`src/rtl/vector_cache_pkg.sv`:
```
// Shared vector-cache types and widths for the evict transmit path.
package vector_cache_pkg;
  localparam int BUS_WIDTH            = 128;
  localparam int LINE_DATA_WIDTH      = 1024;
  localparam int EVICT_BEAT_NUM       = 1024 / BUS_WIDTH;
  localparam int TAG_WIDTH            = 16;
  localparam int INDEX_WIDTH          = 8;
  localparam int OFFSET_WIDTH         = 9;
  localparam int MSHR_ENTRY_NUM       = 64;
  localparam int MSHR_ENTRY_IDX_WIDTH = $clog2(MSHR_ENTRY_NUM);
  localparam int DB_ENTRY_IDX_WIDTH   = 4;
  localparam int TXNID_WIDTH          = 8;
  localparam int SIDEBAND_WIDTH       = 4;

  typedef enum logic {EV_IDLE, EV_SEND} evict_tx_state_e;

  typedef struct packed {
    logic [TAG_WIDTH-1:0]    tag;
    logic [INDEX_WIDTH-1:0]  index;
    logic [OFFSET_WIDTH-1:0] offset;
  } addr_t;

  typedef struct packed {
    logic [TAG_WIDTH-1:0]            tag;
    logic [INDEX_WIDTH-1:0]          index;
    logic [OFFSET_WIDTH-1:0]         offset;
    logic [MSHR_ENTRY_IDX_WIDTH-1:0] rob_entry_id;
    logic [DB_ENTRY_IDX_WIDTH-1:0]   db_entry_id;
    logic [TXNID_WIDTH-1:0]          txnid;
    logic [SIDEBAND_WIDTH-1:0]       sideband;
  } arb_out_req_t;

  typedef struct packed {
    logic [LINE_DATA_WIDTH-1:0] data;
    arb_out_req_t               evict_req_pld;
  } ram_to_evdb_pld_t;

  typedef struct packed {
    logic [BUS_WIDTH-1:0]            data;
    addr_t                           addr;
    logic                            last;
    logic [MSHR_ENTRY_IDX_WIDTH-1:0] rob_entry_id;
    logic [DB_ENTRY_IDX_WIDTH-1:0]   db_entry_id;
    logic [TXNID_WIDTH-1:0]          txnid;
    logic [SIDEBAND_WIDTH-1:0]       sideband;
  } evict_to_ds_pld_t;

  typedef struct packed {
    logic [MSHR_ENTRY_IDX_WIDTH-1:0] rob_entry_id;
  } evict_done_pld_t;
endpackage

```
`src/rtl/evict_line_fifo.sv`:
```
// Register-based line FIFO holding whole evicted lines; head is the line on the wire.
module evict_line_fifo
  import vector_cache_pkg::*;
#(
  parameter  int DEPTH = 2,
  localparam int CNT_W = $clog2(DEPTH + 1)
) (
  input  logic             clk,
  input  logic             rst,
  input  logic             push,
  input  ram_to_evdb_pld_t push_pld,
  input  logic             pop,
  output ram_to_evdb_pld_t head,
  output logic [CNT_W-1:0] count,
  output logic             full
);
  localparam int PTR_W = (DEPTH > 1) ? $clog2(DEPTH) : 1;

  ram_to_evdb_pld_t mem [DEPTH];
  logic [PTR_W-1:0] wr_ptr, rd_ptr;

  assign head = mem[rd_ptr];
  assign full = (count == CNT_W'(DEPTH));

  always_ff @(posedge clk) begin
    if (rst) begin
      wr_ptr <= '0;
      rd_ptr <= '0;
      count  <= '0;
    end else begin
      if (push) wr_ptr <= (wr_ptr == PTR_W'(DEPTH - 1)) ? '0 : wr_ptr + 1'b1;
      if (pop)  rd_ptr <= (rd_ptr == PTR_W'(DEPTH - 1)) ? '0 : rd_ptr + 1'b1;
      case ({push, pop})
        2'b10:   count <= count + 1'b1;
        2'b01:   count <= count - 1'b1;
        default: count <= count;
      endcase
    end
  end

  // Storage needs no reset; validity is tracked by count.
  always_ff @(posedge clk) begin
    if (push) mem[wr_ptr] <= push_pld;
  end
endmodule

```
`src/rtl/evict_ds_tx.sv`:
```
// Serializes buffered evict lines into downstream beats and pulses evict-done per line.
module evict_ds_tx
  import vector_cache_pkg::*;
#(
  parameter int BUS_WIDTH       = 128,
  parameter int LINE_DATA_WIDTH = 1024,
  parameter int BEAT_NUM        = LINE_DATA_WIDTH / BUS_WIDTH,
  parameter int BUF_DEPTH       = 2
) (
  input  logic                            clk,
  input  logic                            rst,
  input  logic                            evdb_vld,
  output logic                            evdb_rdy,
  input  ram_to_evdb_pld_t                evdb_pld,
  output logic                            ds_tx_vld,
  input  logic                            ds_tx_rdy,
  output evict_to_ds_pld_t                ds_tx_pld,
  output logic                            evict_done_vld,
  output logic [MSHR_ENTRY_IDX_WIDTH-1:0] evict_done_rob_id
);
  localparam int BEAT_W = (BEAT_NUM > 1) ? $clog2(BEAT_NUM) : 1;
  localparam int CNT_W  = $clog2(BUF_DEPTH + 1);
  localparam int BYTE_SH = $clog2(BUS_WIDTH / 8);

  evict_tx_state_e state_q, state_d;
  ram_to_evdb_pld_t head;
  arb_out_req_t     req;
  logic [CNT_W-1:0] count;
  logic             full, push, hs, pop;
  logic [BEAT_W-1:0] beat_cnt;
  logic [BEAT_NUM-1:0][BUS_WIDTH-1:0] beats;
  logic             done_vld_q;
  evict_done_pld_t  done_pld_q;

  // evdb_rdy looks only at registered occupancy, so a same-cycle pop never frees a slot.
  assign evdb_rdy = !full;
  assign push     = evdb_vld && evdb_rdy;
  assign hs       = ds_tx_vld && ds_tx_rdy;
  assign pop      = hs && (beat_cnt == BEAT_W'(BEAT_NUM - 1));
  assign req      = head.evict_req_pld;
  assign beats    = head.data;

  evict_line_fifo #(.DEPTH(BUF_DEPTH)) u_fifo (
    .clk      (clk),
    .rst      (rst),
    .push     (push),
    .push_pld (evdb_pld),
    .pop      (pop),
    .head     (head),
    .count    (count),
    .full     (full)
  );

  always_ff @(posedge clk) begin
    if (rst) state_q <= EV_IDLE;
    else     state_q <= state_d;
  end

  // SEND persists across line boundaries; only draining the last line returns to IDLE.
  always_comb begin
    state_d = state_q;
    case (state_q)
      EV_IDLE: if (push) state_d = EV_SEND;
      EV_SEND: if (pop && !push && count == CNT_W'(1)) state_d = EV_IDLE;
      default: state_d = EV_IDLE;
    endcase
  end

  always_comb begin
    ds_tx_vld              = (state_q == EV_SEND);
    ds_tx_pld              = '0;
    ds_tx_pld.data         = beats[beat_cnt];
    ds_tx_pld.addr.tag     = req.tag;
    ds_tx_pld.addr.index   = req.index;
    // Offset wraps inside the line window; no carry into index.
    ds_tx_pld.addr.offset  = req.offset + (OFFSET_WIDTH'(beat_cnt) << BYTE_SH);
    ds_tx_pld.last         = (beat_cnt == BEAT_W'(BEAT_NUM - 1));
    ds_tx_pld.rob_entry_id = req.rob_entry_id;
    ds_tx_pld.db_entry_id  = req.db_entry_id;
    ds_tx_pld.txnid        = req.txnid;
    ds_tx_pld.sideband     = req.sideband;
  end

  always_ff @(posedge clk) begin
    if (rst)     beat_cnt <= '0;
    else if (hs) beat_cnt <= pop ? '0 : beat_cnt + 1'b1;
  end

  always_ff @(posedge clk) begin
    if (rst) begin
      done_vld_q <= 1'b0;
      done_pld_q <= '0;
    end else begin
      done_vld_q <= pop;
      if (pop) done_pld_q.rob_entry_id <= req.rob_entry_id;
    end
  end

  assign evict_done_vld    = done_vld_q;
  assign evict_done_rob_id = done_pld_q.rob_entry_id;
endmodule

```
`config.mk`:
```
export PLATFORM = sky130hd
export DESIGN_NAME = evict_ds_tx
export DESIGN_NICKNAME = d
export VERILOG_FILES = /design/src/rtl/vector_cache_pkg.sv /design/src/rtl/evict_line_fifo.sv /design/src/rtl/evict_ds_tx.sv
export SDC_FILE = /design/constraint.sdc
export NUM_CORES = 2
export LEC_CHECK = 0
export ABC_AREA = 1
export BUFFER_PORTS_ARGS = -buffer_cell sky130_fd_sc_hd__buf_2
export CAP_MARGIN = 20
export CORE_AREA = 2 2 503 505
export DETAILED_ROUTE_END_ITERATION = 10
export DIE_AREA = 0 0 505 507
export REMOVE_ABC_BUFFERS = 1
export SLEW_MARGIN = 20
export SYNTH_ARGS = -nofsm -noshare
export SYNTH_HDL_FRONTEND = slang
export SYNTH_HIERARCHICAL = 1
export SYNTH_SLANG_ARGS = --single-unit
```
`constraint.sdc`:
```
create_clock -name clk -period 136.9 [get_ports clk]
set_input_delay 27.38 -clock clk [delete_from_list [all_inputs] [get_ports clk]]
set_output_delay 27.38 -clock clk [all_outputs]
set_load 0.03 [all_outputs]
```
# Word-level counts from Yosys, hierarchy flattened
# Memory sizes are Yosys's and may differ from the RTL's. A register that Yosys moved wholly into a read port is not among the register bits.
# Index checks and enable logic that the tools add are counted.
# op_classes
magnitude_cmp,1
bitwise_logic,1
reduce_logical,8
addsub,6
eq_ne,5
n_mux,12
# op_table
op,n
binary-select mux 128 bit (select 3 bit),1
two-way mux 128 bit,1
adder 9 x 7 -> 9 bit,1
two-way mux 1 bit,7
logical AND 1 bit,5
== test 2 x 1 -> 1 bit (second input constant),2
== test 2 bit (second input constant),2
< comparator 3 x 4 -> 1 bit (second input constant),1
one-hot mux 2 bit (2 select lines),1
adder 3 x 1 -> 3 bit (second input constant),1
== test 3 bit (second input constant),1
two-way mux 3 bit,1
adder 1 bit (second input constant),2
adder 2 x 1 -> 2 bit (second input constant),1
zero test 1 bit,2
one-hot mux 1 bit (2 select lines),1
nonzero test 2 bit,1
subtractor 2 x 1 -> 2 bit (second input constant),1
NOT 1 bit,1
# word_totals
ff_bits,15
word_cells,41
mem_count,1
input_bits,1083
mem_bits_rw,2158
out_inout_bits,193
# memory_table
memory,depth,width,read_ports,rd_clocked_by_memory_dff,write_ports,line,text
u_fifo.mem,2,1079,1,1,1,evict_line_fifo.sv:19,ram_to_evdb_pld_t mem [DEPTH];

# Logic depth before layout (Yosys ltp)
# depth
word_depth,8
mapped_depth,12
depth_no_buf,12

# Modules after synthesis
# The synthesis kept the hierarchy.
# by_module_without_submodules
module,seq_area_each_um2,instances,cells_per_inst,area_per_inst_um2
evict_line_fifo,64902.2,1,3389,79560.1
evict_ds_tx,220.2,1,3475,14361.3

# Worst setup path after synthesis
# No wires, ideal clock.
# synth_path
path_type,input to register
startpoint,in evdb_vld
endpoint,mem u_fifo/mem[0][0] in the netlist's numbering (enable)
setup_slack_ns,61.759
n_path_buf,0
arrival_ns,72.565
stages,4
t_required_ns,134.324
path_cell_list,nand2_1 -> inv_1 -> inv_1 -> nor2_1
# synth_via
elab_chain_len,3
# synth_lines
element,line,text
from (decl),evict_ds_tx.sv:12,"input logic evdb_vld,"
logical AND 1 bit,evict_ds_tx.sv:37,assign push = evdb_vld && evdb_rdy;
named net push,evict_ds_tx.sv:29,"logic full, push, hs, pop;"
two-way mux 1 bit,evict_line_fifo.sv:43,if (push) mem[wr_ptr] <= push_pld;
two-way mux 1 bit (implied by the code),evict_line_fifo.sv:43,
to (decl),evict_line_fifo.sv:19,
# The timed path passes the listed nets, and every way through them passes these cells.

==> impl_metrics.csv <==
group,metric,value,unit
outcome,run_status,"complete, no violations",
yosys,synth.top_cells.by_area,"edfxtp_1 69%, mux2_2 8.1%, nand2_1 6.7%",
layout,layout.cells.most_common,"edfxtp_1",
critical_path,arrival,7.40,ns
cts,clock-sinks,2174,
routing,via_count,56100,
routing,postRouteAntennaNets,0,
floorplanning,core,250000,um2
cts,root_buffer,"clkbuf_16",
yosys,syn_area,93900,um2
sta,tightest_slew,1.14,ns
routing,vias_per_cell,4.77,
sta,drv_slew,0,
routing,wl_per_cell,21.8,um
yosys,syn_area_per_cell,13.7,um2
cts,clk_path_buf_depth,3,
routing,drt_iter0_markers,4784,
critical_path,path_class,"flop to output pin",
critical_path,r2r_start,"u_fifo/count[0]",
cts,cts_hold_buf,0,
pwr,irDropWorstVdd,0.0150,mV
sta,hold_viol,0,
hold_path,hold_depth,2,
layout,area_growth,18.0,%
critical_path,cp-end-kind,"output pin",
floorplanning,rows,184,
layout,fillers,23000,
cts,clk_latency,0.87,ns
yosys,synthArstFlopShare,0,
layout,final_core_util,0.443,
global_routing,grt_pass1_wl,367000,um
layout,nets,9206,
yosys,synth_edf_count,2158,
placed_design,place.gp.congestion,0.867,
global_routing,grt_pass1_vias,55900,
sta,setup_tns,0,ns
sta,max_slew_margin,0.240,
floorplanning,design.die.area,256000,um2
yosys,netlist_instances,6864,
routing,first_pass_iters,5,
sta,final.period_utilization,0.254,
floorplanning,die_h,507,um
floorplanning,fp.dieW,505,um
sta,fin_crit,34.78,ns
hold_path,worst_hold_path_type,"flop to flop",
layout,drive_above_1_share,0.332,
critical_path,required,109.52,ns
yosys,synth_seq_cells,2174,
pwr,leakage,45.5,nW
sta,rsz0062_at_grt,"false",
critical_path,critPathLaunchType,"flop",
sta,setup_violations,0,
global_routing,overflow,0,
placed_design,dpl.hpwl,168000,um
critical_path,r2r_setup_slack,131.20,ns
yosys,synth_top_area_frac,0.690,
floorplanning,initial_utilization,0.375,
critical_path,reg2reg_depth,12,
routing,drc,0,
floorplanning,boundaryPins,1276,
global_routing,grt_max_degree,195,
cts,post_cts_buffers,0,
yosys,yosysTopAreaCell,"edfxtp_1",
global_routing,antenna_found_initial,275,
cts,clkTransAtPathRegs,0.06,ns
yosys,synth-main-ff-cell,"edfxtp_1",
sta,fmax,0.0288,GHz
critical_path,crit_fanout,137,
cts,cts_tree,"done",
pwr,powerDensity,14.0,nW/um2
run,max_cap_viol_count,0,
sta,skew,0.0810,ns
cts,numCtsBuffers,227,
global_routing,gr-usage-all-layers,0.192,
hold_path,min_to,"evict_done_rob_id[2]",
cts,cts_resized,0,
critical_path,reg2reg_to,"u_fifo/mem[0][1002]",
yosys,ys_warn_count,6,
placed_design,portBuffers,1275,
routing,route.final.wire_length,256000,um
yosys,yosysUniqueCellTypes,25,
cts,htreeDepth,4,
yosys,ys_seq_area_frac,0.693,
hold_path,holdCritStartpoint,"evict_done_rob_id[2]",
layout,final_cell_mix,"2,158 x edfxtp_1, 1,688 x nand2_1, 1,275 x buf_2",
==> worst max path at each step <==
stage	slack, ns	endpoint	from
2_1_floorplan	61.76	u_fifo/mem[0][0]	evdb_vld
6_report	102.12	ds_tx_pld[139]	flop
5_1_grt	101.78	ds_tx_pld[105]	flop
4_1_cts	102.13	ds_tx_pld[139]	flop
3_5_place_dp	103.10	ds_tx_pld[139]	flop
3_3_place_gp	103.11	ds_tx_pld[139]	flop
==> synth_stat cells, types with 2 or more instances <==
cell	instances
edfxtp_1	2158
nand2_1	1688
inv_1	1045
mux2_2	679
nand3_1	515
mux2_4	400
buf_2	166
buf_4	66
buf_6	50
clkbuf_1	33
dfxtp_1	16
nor2_1	12
a21oi_1	11
ha_1	6
o21ai_0	5
buf_1	4
xnor2_1	2
==> power by group <==
part | total [mW] | internal (mW) | switching [mW]
Sequential | 0.789 | 0.780 | 0.00937
Clock | 0.612 | 0.348 | 0.264
Combinational | 0.155 | 0.0536 | 0.102
Total | 1.56 | 1.18 | 0.375
==> worst max-delay path, stage by stage, from the launching register on <==
cell	delay [ns]
dfxtp_4	1.00
buf_12	0.77
buf_4	0.74
buf_4	0.86
buf_12	0.63
buf_4	0.87
mux2_2	0.42
inv_1	0.06
nand2_1	0.05
nand3_1	0.10
nand2_1	0.06
nand2_1	0.05
nand2_1	0.11
buf_2	0.20
==> flip-flops by register name (all words and copies together) (netlist names), named ones only <==
register / cells
u_fifo/count: 2
evict_done_rob_id: 6
u_fifo/mem: 2158
evict_done_vld: 1
beat_cnt: 3
u_fifo/wr_ptr: 1
ds_tx_vld: 1
u_fifo/rd_ptr: 1
==> metal layers <==
layer  track usage  vias to the layer above  wire [um]
met2         0.320                     1929     125000
met3        0.0613                      673      20700
met5             0                        -       1150
met1         0.233                    27300     101000
li1              -                    26000          -
met4        0.0693                      182       8640
==> logic make-up (layout without fill, tap and decap cells) <==
family          count (synthesis)  count (layout)  share of synthesized area
mux                          1079            1079                      0.145
other cells                     0             101                          0
buf+inv                      1366            2812                     0.0635
simple gates                 2218            2218                     0.0956
xor+xnor                        3               3                   0.000280
flops                        2174            2174                      0.693
compound gates                 17              17                   0.000932
fa+ha+maj                       7               7                    0.00101
==> per-stage QoR <==
step | std cells | hold slack, ns | cell area, um2 | setup slack [ns] | total power [mW]
after detailed placement | 11200 | 0.462 | 103000 | 103.10 | 0.959
after CTS | 11700 | 0.471 | 111000 | 102.13 | 1.57
after global routing | 11700 | 0.490 | 111000 | 101.78 | 1.61
after global placement | 11200 | 0.457 | 103000 | 103.11 | 0.956
after floorplan | 6545 | 0.481 | 91900 | 61.76 | 0.963
final | 11800 | 0.472 | 111000 | 102.12 | 1.56
==> layout make-up <==
| type | instances | area (um2) | share of cell area |
|---|---|---|---|
| Multi-Input combinational cell | 3324 | 22800 | 0.206 |
| Timing Repair Buffer | 1342 | 7040 | 0.0635 |
| Clock buffer | 265 | 5840 | 0.0527 |
| Inverter | 1047 | 3970 | 0.0358 |
| Antenna cell | 101 | 253 | 0.00228 |
| Sequential cell | 2174 | 65100 | 0.588 |
| Tap cell | 3348 | 4190 | 0.0378 |
| Clock inverter | 158 | 1580 | 0.0143 |
(Power assumes the default switching activity.)
